File: src/rtl/div32_seq_ctrl_pkg.sv
// Shared encodings and constants for the sequential 32-bit divider controller.
package div32_seq_ctrl_pkg;

    // funct3[1:0] of the RISC-V M-extension divide group
    localparam logic [1:0] OP_DIV  = 2'b00;
    localparam logic [1:0] OP_DIVU = 2'b01;
    localparam logic [1:0] OP_REM  = 2'b10;
    localparam logic [1:0] OP_REMU = 2'b11;

    // Sequencer states; IDLE must stay at zero so reset lands there
    localparam logic [2:0] S_IDLE  = 3'd0;
    localparam logic [2:0] S_NRM_D = 3'd1;
    localparam logic [2:0] S_NRM_N = 3'd2;
    localparam logic [2:0] S_ITER  = 3'd3;
    localparam logic [2:0] S_FIX   = 3'd4;
    localparam logic [2:0] S_DONE  = 3'd5;

    // Architecturally defined results for divide-by-zero and signed overflow
    localparam logic [31:0] DIV0_QUOT = 32'hFFFF_FFFF;
    localparam logic [31:0] OVF_QUOT  = 32'h8000_0000;

    // Two's-complement negate when neg is set; 0x80000000 maps to itself
    function automatic logic [31:0] cond_neg(input logic [31:0] v, input logic neg);
        return neg ? (32'd0 - v) : v;
    endfunction

endpackage

File: src/rtl/div32_seq_ctrl_norm.sv
// 32-bit unsigned normalizer: leading-zero count and the value shifted left by it.
// An all-zero input reports a shift of 31 so callers see a "one-bit" magnitude.
module div32_seq_ctrl_norm (
    input  logic [31:0] in_val,
    output logic [4:0]  left_sh,
    output logic [31:0] norm_out
);

    // Priority scan: the highest set bit wins because it is visited last
    always_comb begin
        // NOTE: every combinational output gets a default first so no latch is inferred.
        left_sh = 5'd31;
        for (int i = 0; i < 32; i++) begin
            if (in_val[i]) begin
                left_sh = 5'(31 - i);
            end
        end
        norm_out = in_val << left_sh;
    end

endmodule

File: src/rtl/div32_seq_ctrl.sv
// Multi-cycle DIV/DIVU/REM/REMU sequencer. One shared normalizer is used first
// for the divisor and then for the dividend; the leading-zero difference sets
// how many restoring steps are needed, skipping quotient bits known to be zero.
module div32_seq_ctrl
    import div32_seq_ctrl_pkg::*;
#(
    parameter int XLEN = 32
) (
    input  logic            clk,
    input  logic            rst,
    input  logic            start,
    output logic            ready,
    input  logic [1:0]      op,
    input  logic [XLEN-1:0] dividend,
    input  logic [XLEN-1:0] divisor,
    output logic [XLEN-1:0] result,
    output logic            out_valid,
    input  logic            out_ready,
    output logic            div_zero
);

    logic [2:0]  state_q, state_d;
    logic [1:0]  op_q, op_d;
    logic        sn_q, sn_d, sd_q, sd_d;
    logic        dz_q, dz_d, ovf_q, ovf_d;
    logic [31:0] mag_n_q, mag_n_d;
    logic [31:0] mag_d_q, mag_d_d;   // |divisor|, replaced by its normalized form in NRM_D
    logic [4:0]  lz_d_q, lz_d_d;
    logic [5:0]  cnt_q, cnt_d;
    logic [31:0] rem_q, rem_d, quo_q, quo_d, dsh_q, dsh_d;
    logic [31:0] result_q, result_d;
    logic        div_zero_q, div_zero_d;

    logic [31:0] norm_in, norm_out;
    logic [4:0]  norm_lz;
    logic        signed_op;
    logic [31:0] fix_q, fix_r;

    div32_seq_ctrl_norm u_norm (
        .in_val   (norm_in),
        .left_sh  (norm_lz),
        .norm_out (norm_out)
    );

    // Next-state, normalizer input select and datapath update for each state
    always_comb begin
        state_d    = state_q;
        op_d       = op_q;
        sn_d       = sn_q;
        sd_d       = sd_q;
        dz_d       = dz_q;
        ovf_d      = ovf_q;
        mag_n_d    = mag_n_q;
        mag_d_d    = mag_d_q;
        lz_d_d     = lz_d_q;
        cnt_d      = cnt_q;
        rem_d      = rem_q;
        quo_d      = quo_q;
        dsh_d      = dsh_q;
        result_d   = result_q;
        div_zero_d = div_zero_q;
        norm_in    = 32'd0;
        signed_op  = (op == OP_DIV) || (op == OP_REM);
        fix_q      = 32'd0;
        fix_r      = 32'd0;

        case (state_q)
            S_IDLE: begin
                if (start) begin
                    op_d    = op;
                    sn_d    = signed_op && dividend[31];
                    sd_d    = signed_op && divisor[31];
                    mag_n_d = cond_neg(dividend, signed_op && dividend[31]);
                    mag_d_d = cond_neg(divisor, signed_op && divisor[31]);
                    dz_d    = (divisor == 32'd0);
                    ovf_d   = signed_op && (dividend == 32'h8000_0000) && (divisor == 32'hFFFF_FFFF);
                    state_d = S_NRM_D;
                end
            end
            S_NRM_D: begin
                norm_in = mag_d_q;
                mag_d_d = norm_out;
                lz_d_d  = norm_lz;
                state_d = S_NRM_N;
            end
            S_NRM_N: begin
                norm_in = mag_n_q;
                rem_d   = mag_n_q;
                quo_d   = 32'd0;
                // Normalized divisor shifted back by lzN equals |divisor| << (lzD - lzN)
                dsh_d   = mag_d_q >> norm_lz;
                if (dz_q || ovf_q || (lz_d_q < norm_lz)) begin
                    cnt_d   = 6'd0;
                    state_d = S_FIX;
                end else begin
                    cnt_d   = {1'b0, lz_d_q} - {1'b0, norm_lz} + 6'd1;
                    state_d = S_ITER;
                end
            end
            S_ITER: begin
                if (rem_q >= dsh_q) begin
                    rem_d = rem_q - dsh_q;
                    quo_d = {quo_q[30:0], 1'b1};
                end else begin
                    quo_d = {quo_q[30:0], 1'b0};
                end
                dsh_d = dsh_q >> 1;
                cnt_d = cnt_q - 6'd1;
                if (cnt_q == 6'd1) begin
                    state_d = S_FIX;
                end
            end
            S_FIX: begin
                if (dz_q) begin
                    fix_q = DIV0_QUOT;
                    fix_r = cond_neg(mag_n_q, sn_q);
                end else if (ovf_q) begin
                    fix_q = OVF_QUOT;
                    fix_r = 32'd0;
                end else begin
                    fix_q = cond_neg(quo_q, sn_q ^ sd_q);
                    fix_r = cond_neg(rem_q, sn_q);
                end
                result_d   = op_q[1] ? fix_r : fix_q;
                div_zero_d = dz_q;
                state_d    = S_DONE;
            end
            S_DONE: begin
                if (out_ready) begin
                    state_d = S_IDLE;
                end
            end
            default: state_d = S_IDLE;
        endcase
    end

    // State registers with synchronous reset that aborts any operation in flight
    always_ff @(posedge clk) begin
        // NOTE: sequential state uses non-blocking assignments so all flops update together.
        if (rst) begin
            state_q    <= S_IDLE;
            op_q       <= 2'd0;
            sn_q       <= 1'b0;
            sd_q       <= 1'b0;
            dz_q       <= 1'b0;
            ovf_q      <= 1'b0;
            mag_n_q    <= 32'd0;
            mag_d_q    <= 32'd0;
            lz_d_q     <= 5'd0;
            cnt_q      <= 6'd0;
            rem_q      <= 32'd0;
            quo_q      <= 32'd0;
            dsh_q      <= 32'd0;
            result_q   <= 32'd0;
            div_zero_q <= 1'b0;
        end else begin
            state_q    <= state_d;
            op_q       <= op_d;
            sn_q       <= sn_d;
            sd_q       <= sd_d;
            dz_q       <= dz_d;
            ovf_q      <= ovf_d;
            mag_n_q    <= mag_n_d;
            mag_d_q    <= mag_d_d;
            lz_d_q     <= lz_d_d;
            cnt_q      <= cnt_d;
            rem_q      <= rem_d;
            quo_q      <= quo_d;
            dsh_q      <= dsh_d;
            result_q   <= result_d;
            div_zero_q <= div_zero_d;
        end
    end

    assign ready     = (state_q == S_IDLE);
    assign out_valid = (state_q == S_DONE);
    assign result    = result_q;
    assign div_zero  = div_zero_q;

endmodule

File: config.mk
export PLATFORM = sky130hd
export DESIGN_NAME = div32_seq_ctrl
export DESIGN_NICKNAME = d
export VERILOG_FILES = /design/src/rtl/div32_seq_ctrl_pkg.sv /design/src/rtl/div32_seq_ctrl_norm.sv /design/src/rtl/div32_seq_ctrl.sv
export SDC_FILE = /design/constraint.sdc
export NUM_CORES = 1
export LEC_CHECK = 0
export CORE_MARGIN = 5
export CORE_UTILIZATION = 61
export CTS_BUF_LIST = sky130_fd_sc_hd__clkbuf_16
export DETAILED_ROUTE_END_ITERATION = 10
export DONT_BUFFER_PORTS = 1
export PLACE_DENSITY = 0.87
export SLEW_MARGIN = 25
export SYNTH_ARGS = -nofsm -noshare
export SYNTH_HDL_FRONTEND = slang
export SYNTH_HIERARCHICAL = 1
export SYNTH_SLANG_ARGS = --single-unit
File: constraint.sdc
create_clock -name clk -period 10.1 [get_ports clk]
set_clock_uncertainty 0.15 [all_clocks]
set_input_delay 2.02 -clock clk [delete_from_list [all_inputs] [get_ports clk]]
set_output_delay 2.02 -clock clk [all_outputs]
set_load 0.1 [all_outputs]
==> impl_metrics.tcl <==
set metrics [dict create \
    min_period_ns 6.11 \
    syn_to_final_growth_pct 4.69 \
    slowest_delay_ns 0.89 \
    crit_path_start_kind "flip-flop" \
    drive_gt1_share_pct 5.64 \
    grt.total_usage_pct 36.6 \
    rrSetupSlack_ns 3.99 \
    critPathBufInv 4 \
    synth.largest_area_cell "dfxtp_1" \
    timing.final.ws_setup_ns 3.99 \
    synth.ff_latch_count 212 \
    cp.depth 18 \
    die_w_microns 180 \
    cp_slowest_cell "nor4_2" \
    post-route-util_pct 64.7 \
    fin_crit_sh_pct 60.5 \
    fin_tns_setup_ns 0 \
    ys_seq_area_share_pct 23.9 \
    path_cells "clkinv_1 -> nor3_2 -> buf_4 -> a22o_1 -> nor4_2 -> nand2_1 -> a21oi_4 -> buf_4 -> inv_1 -> ha_1 -> ha_1 -> a21o_1 -> a21oi_1 -> xor2_1 -> a21oi_1 -> a41oi_1 -> nor2_1 -> nor3_1" \
    cts_hold_buf 0 \
    cts_tree "done" \
    clk_pin_slew_ns 0.06 \
    r2r-start "state_q[0]" \
    arrival_ns 6.43 \
    placed_area_sq_um 17800 \
    core_sq_um 28700 \
    hold_class "reg2reg" \
    rr_worst_depth 18 \
    gp_congestion 1.09 \
    max_slew_margin_pct 27.1 \
    num_vias 18721 \
    syn_area_sq_um 17700 \
    syn_nets 2546 \
    route.detailed.drc 0 \
    wirelength_microns 63600 \
    ioPinCount 105 \
    r2r-end "cnt_q[5]" \
    end_kind "flip-flop" \
    via_per_inst 6.95 \
    start_util_pct 61.8 \
    pre_cts_ws_ns 4.22 \
    hpwl_microns 46600 \
    grt_overflow_total 0 \
    insertion_delay_ns 0.55 \
    dr.pass1.iters 6 \
    hold_viol 0 \
    placementRows 62 \
    cts-htree-levels 1 \
    synth-edff-count 0 \
    seqCellArea_sq_um 4250 \
    critPathTopFamily "simple AND/OR/NAND/NOR gates" \
    postRouteAntennaNets 0 \
    cts.repair.resized 0 \
    ctsRootBufferMaster "clkbuf_16" \
    ys.flop_type "dfxtp_1" \
    cts_setup_buffers 0 \
    cp-startpoint "state_q[0]" \
    syn_avg_cell_area_sq_um 7.32 \
    fmax_ghz 0.164 \
    crit_end "cnt_q[5]" \
    multiInputGateArea_sq_um 12500 \
    synth.top_cell.area_share_pct 23.9 \
    final_area_sq_um 18600 \
    clockBufferDepth 3 \
    rsz0062_at_grt "false" \
    slew_violations 0 \
    run_status "finished, final reports clean" \
    syn-instance-count 2422 \
    grt_pass1_wl_microns 97600 \
    critPathKind "reg2reg" \
    cts_buffers 26 \
    synth.area.top_cells "dfxtp_1 24%, a21oi_1 6.6%, nand2_1 6.5%, nor2_1 5.4%, xor2_1 5.4%" \
    dieArea_sq_um 32600 \
    synth-async-reset-ratio_pct 0 \
    die_h_microns 180 \
    setup_viol 0 \
    grt_pass1_vias 17605 \
    cp_data_required_time_ns 10.42 \
    grt_max_degree 216 \
    nets 2416 \
    tightestPinTransition_ns 1.09 \
    critPathMaxFanout 53 \
    drt-initial-drc-count 2498 \
    yosysWarnings 6 \
    cts_sinks 212 \
    wire_per_inst_microns 23.6 \
    ys_types 82 \
    fillCellCount 2540 \
    io_buffers 0 \
    drv_cap 0 \
    antenna_found_initial 3 \
]
==> placed cells by master, fill, tap and decap left out, types with 7 or more instances in the layout <==
cell type and instances:
nand2_1 305, nor2_1 253, a21oi_1 233, dfxtp_1 208, o21ai_0 112, xor2_1 108, mux2i_1 92, inv_1 82
nand3_1 78, a211oi_1 78, xnor2_1 62, ha_1 51, nor3_1 49, a31oi_1 37, a22o_1 32, o31ai_1 31
a311oi_1 28, buf_4 27, clkbuf_16 26, nor4_1 25, mux4_2 22, o211ai_1 22, o41ai_1 21, or3_1 19
nand4_1 19, nand2b_1 18, nor2b_1 18, a221oi_1 15, or4_1 15, o22ai_1 15, o21a_1 14, a21o_1 13
o221ai_1 12, o21ai_1 11, and3_1 9, mux2_2 9, clkinv_1 8, a22oi_1 7, o21bai_1 7
==> worst min-delay path by stage <==
stage / startpoint / end / slack (ns) / cells after the start
after detailed placement: lz_d_q[3] / lz_d_q[3] / 0.30 / 2
final: lz_d_q[3] / lz_d_q[3] / 0.31 / 2
after floorplan: dsh_q[2] / dsh_q[2] / 0.28 / 2
after CTS: lz_d_q[3] / lz_d_q[3] / 0.31 / 2
after global routing: lz_d_q[3] / lz_d_q[3] / 0.33 / 2
after global placement: dsh_q[7] / dsh_q[7] / 0.29 / 2
==> cells by family (layout without fill, tap and decap cells) <==
| logic type | after synthesis | after routing | share of synthesized area, % |
|---|---|---|---|
| XOR/XNOR | 171 | 171 | 8.45 |
| buffers and inverters | 267 | 152 | 5.82 |
| adder cells (fa/ha/maj) | 54 | 54 | 3.94 |
| AO/OA/AOI/OAI | 734 | 734 | 27.0 |
| other | 0 | 2 | 0 |
| AND/OR/NAND/NOR | 860 | 860 | 22.2 |
| multiplexers | 124 | 124 | 8.63 |
| flip-flops | 212 | 212 | 23.9 |
==> registers in the layout, indices dropped and copies added, names as in the netlist, 3 cells and up <==
register,cells
cnt_q,6
dsh_q,32
lz_d_q,5
mag_d_q,32
mag_n_q,32
quo_q,32
rem_q,32
result,32
state_q,3
==> synthesized netlist by cell type (11+ instances only) <==
| master | n |
|---|---|
| xor2_1 | 109 |
| o211ai_1 | 22 |
| or3_1 | 19 |
| mux2i_1 | 92 |
| a22o_1 | 32 |
| nor2_1 | 257 |
| a21oi_1 | 234 |
| a311oi_1 | 28 |
| a221oi_1 | 15 |
| o22ai_1 | 15 |
| nand4_1 | 19 |
| o41ai_1 | 21 |
| a21o_1 | 13 |
| a211oi_1 | 78 |
| dfxtp_1 | 212 |
| o21ai_0 | 112 |
| inv_1 | 78 |
| mux4_2 | 22 |
| nand2b_1 | 19 |
| o221ai_1 | 12 |
| nor2b_1 | 21 |
| nand2_1 | 305 |
| buf_1 | 14 |
| nor3_1 | 51 |
| or4_1 | 15 |
| ha_1 | 51 |
| clkbuf_1 | 160 |
| o21ai_1 | 11 |
| o31ai_1 | 31 |
| nand3_1 | 78 |
| nor4_1 | 25 |
| xnor2_1 | 62 |
| o21a_1 | 14 |
| a31oi_1 | 37 |
==> cell type report <==
cell class                      instances  area share, %
Multi-Input combinational cell       1943           67.5
Clock inverter                         17          0.627
Timing Repair Buffer                   28           1.24
Antenna cell                            2         0.0270
Tap cell                              384           2.59
Inverter                               81           1.64
Sequential cell                       212           22.9
Clock buffer                           26           3.51
==> worst min-delay path: cells and delay by family, from the launching register on <==
family,cells,cell delay (ns)
flip-flops,1,0.31
AO/OA/AOI/OAI,1,0.05
AND/OR/NAND/NOR,1,0.05
==> metrics by stage <==
stage | hold slack [ns] | cells
2_1_floorplan | 0.282 | 2422
3_3_place_gp | 0.292 | 2648
3_5_place_dp | 0.300 | 2648
4_1_cts | 0.310 | 2691
5_1_grt | 0.331 | 2691
6_report | 0.312 | 2693
==> layer usage <==
metal | vias up | track usage (%) | part of all wire, %
met2 | 1169 | 60.1 | 46
li1 | 8560 | - | -
met5 | - | 0 | 0
met3 | 284 | 6.94 | 10
met4 | 0 | 20.4 | 6.9
met1 | 8708 | 45.2 | 37
Power is not shown: default switching activity piles up to over one toggle a cycle in this logic, so the estimate is an artifact.
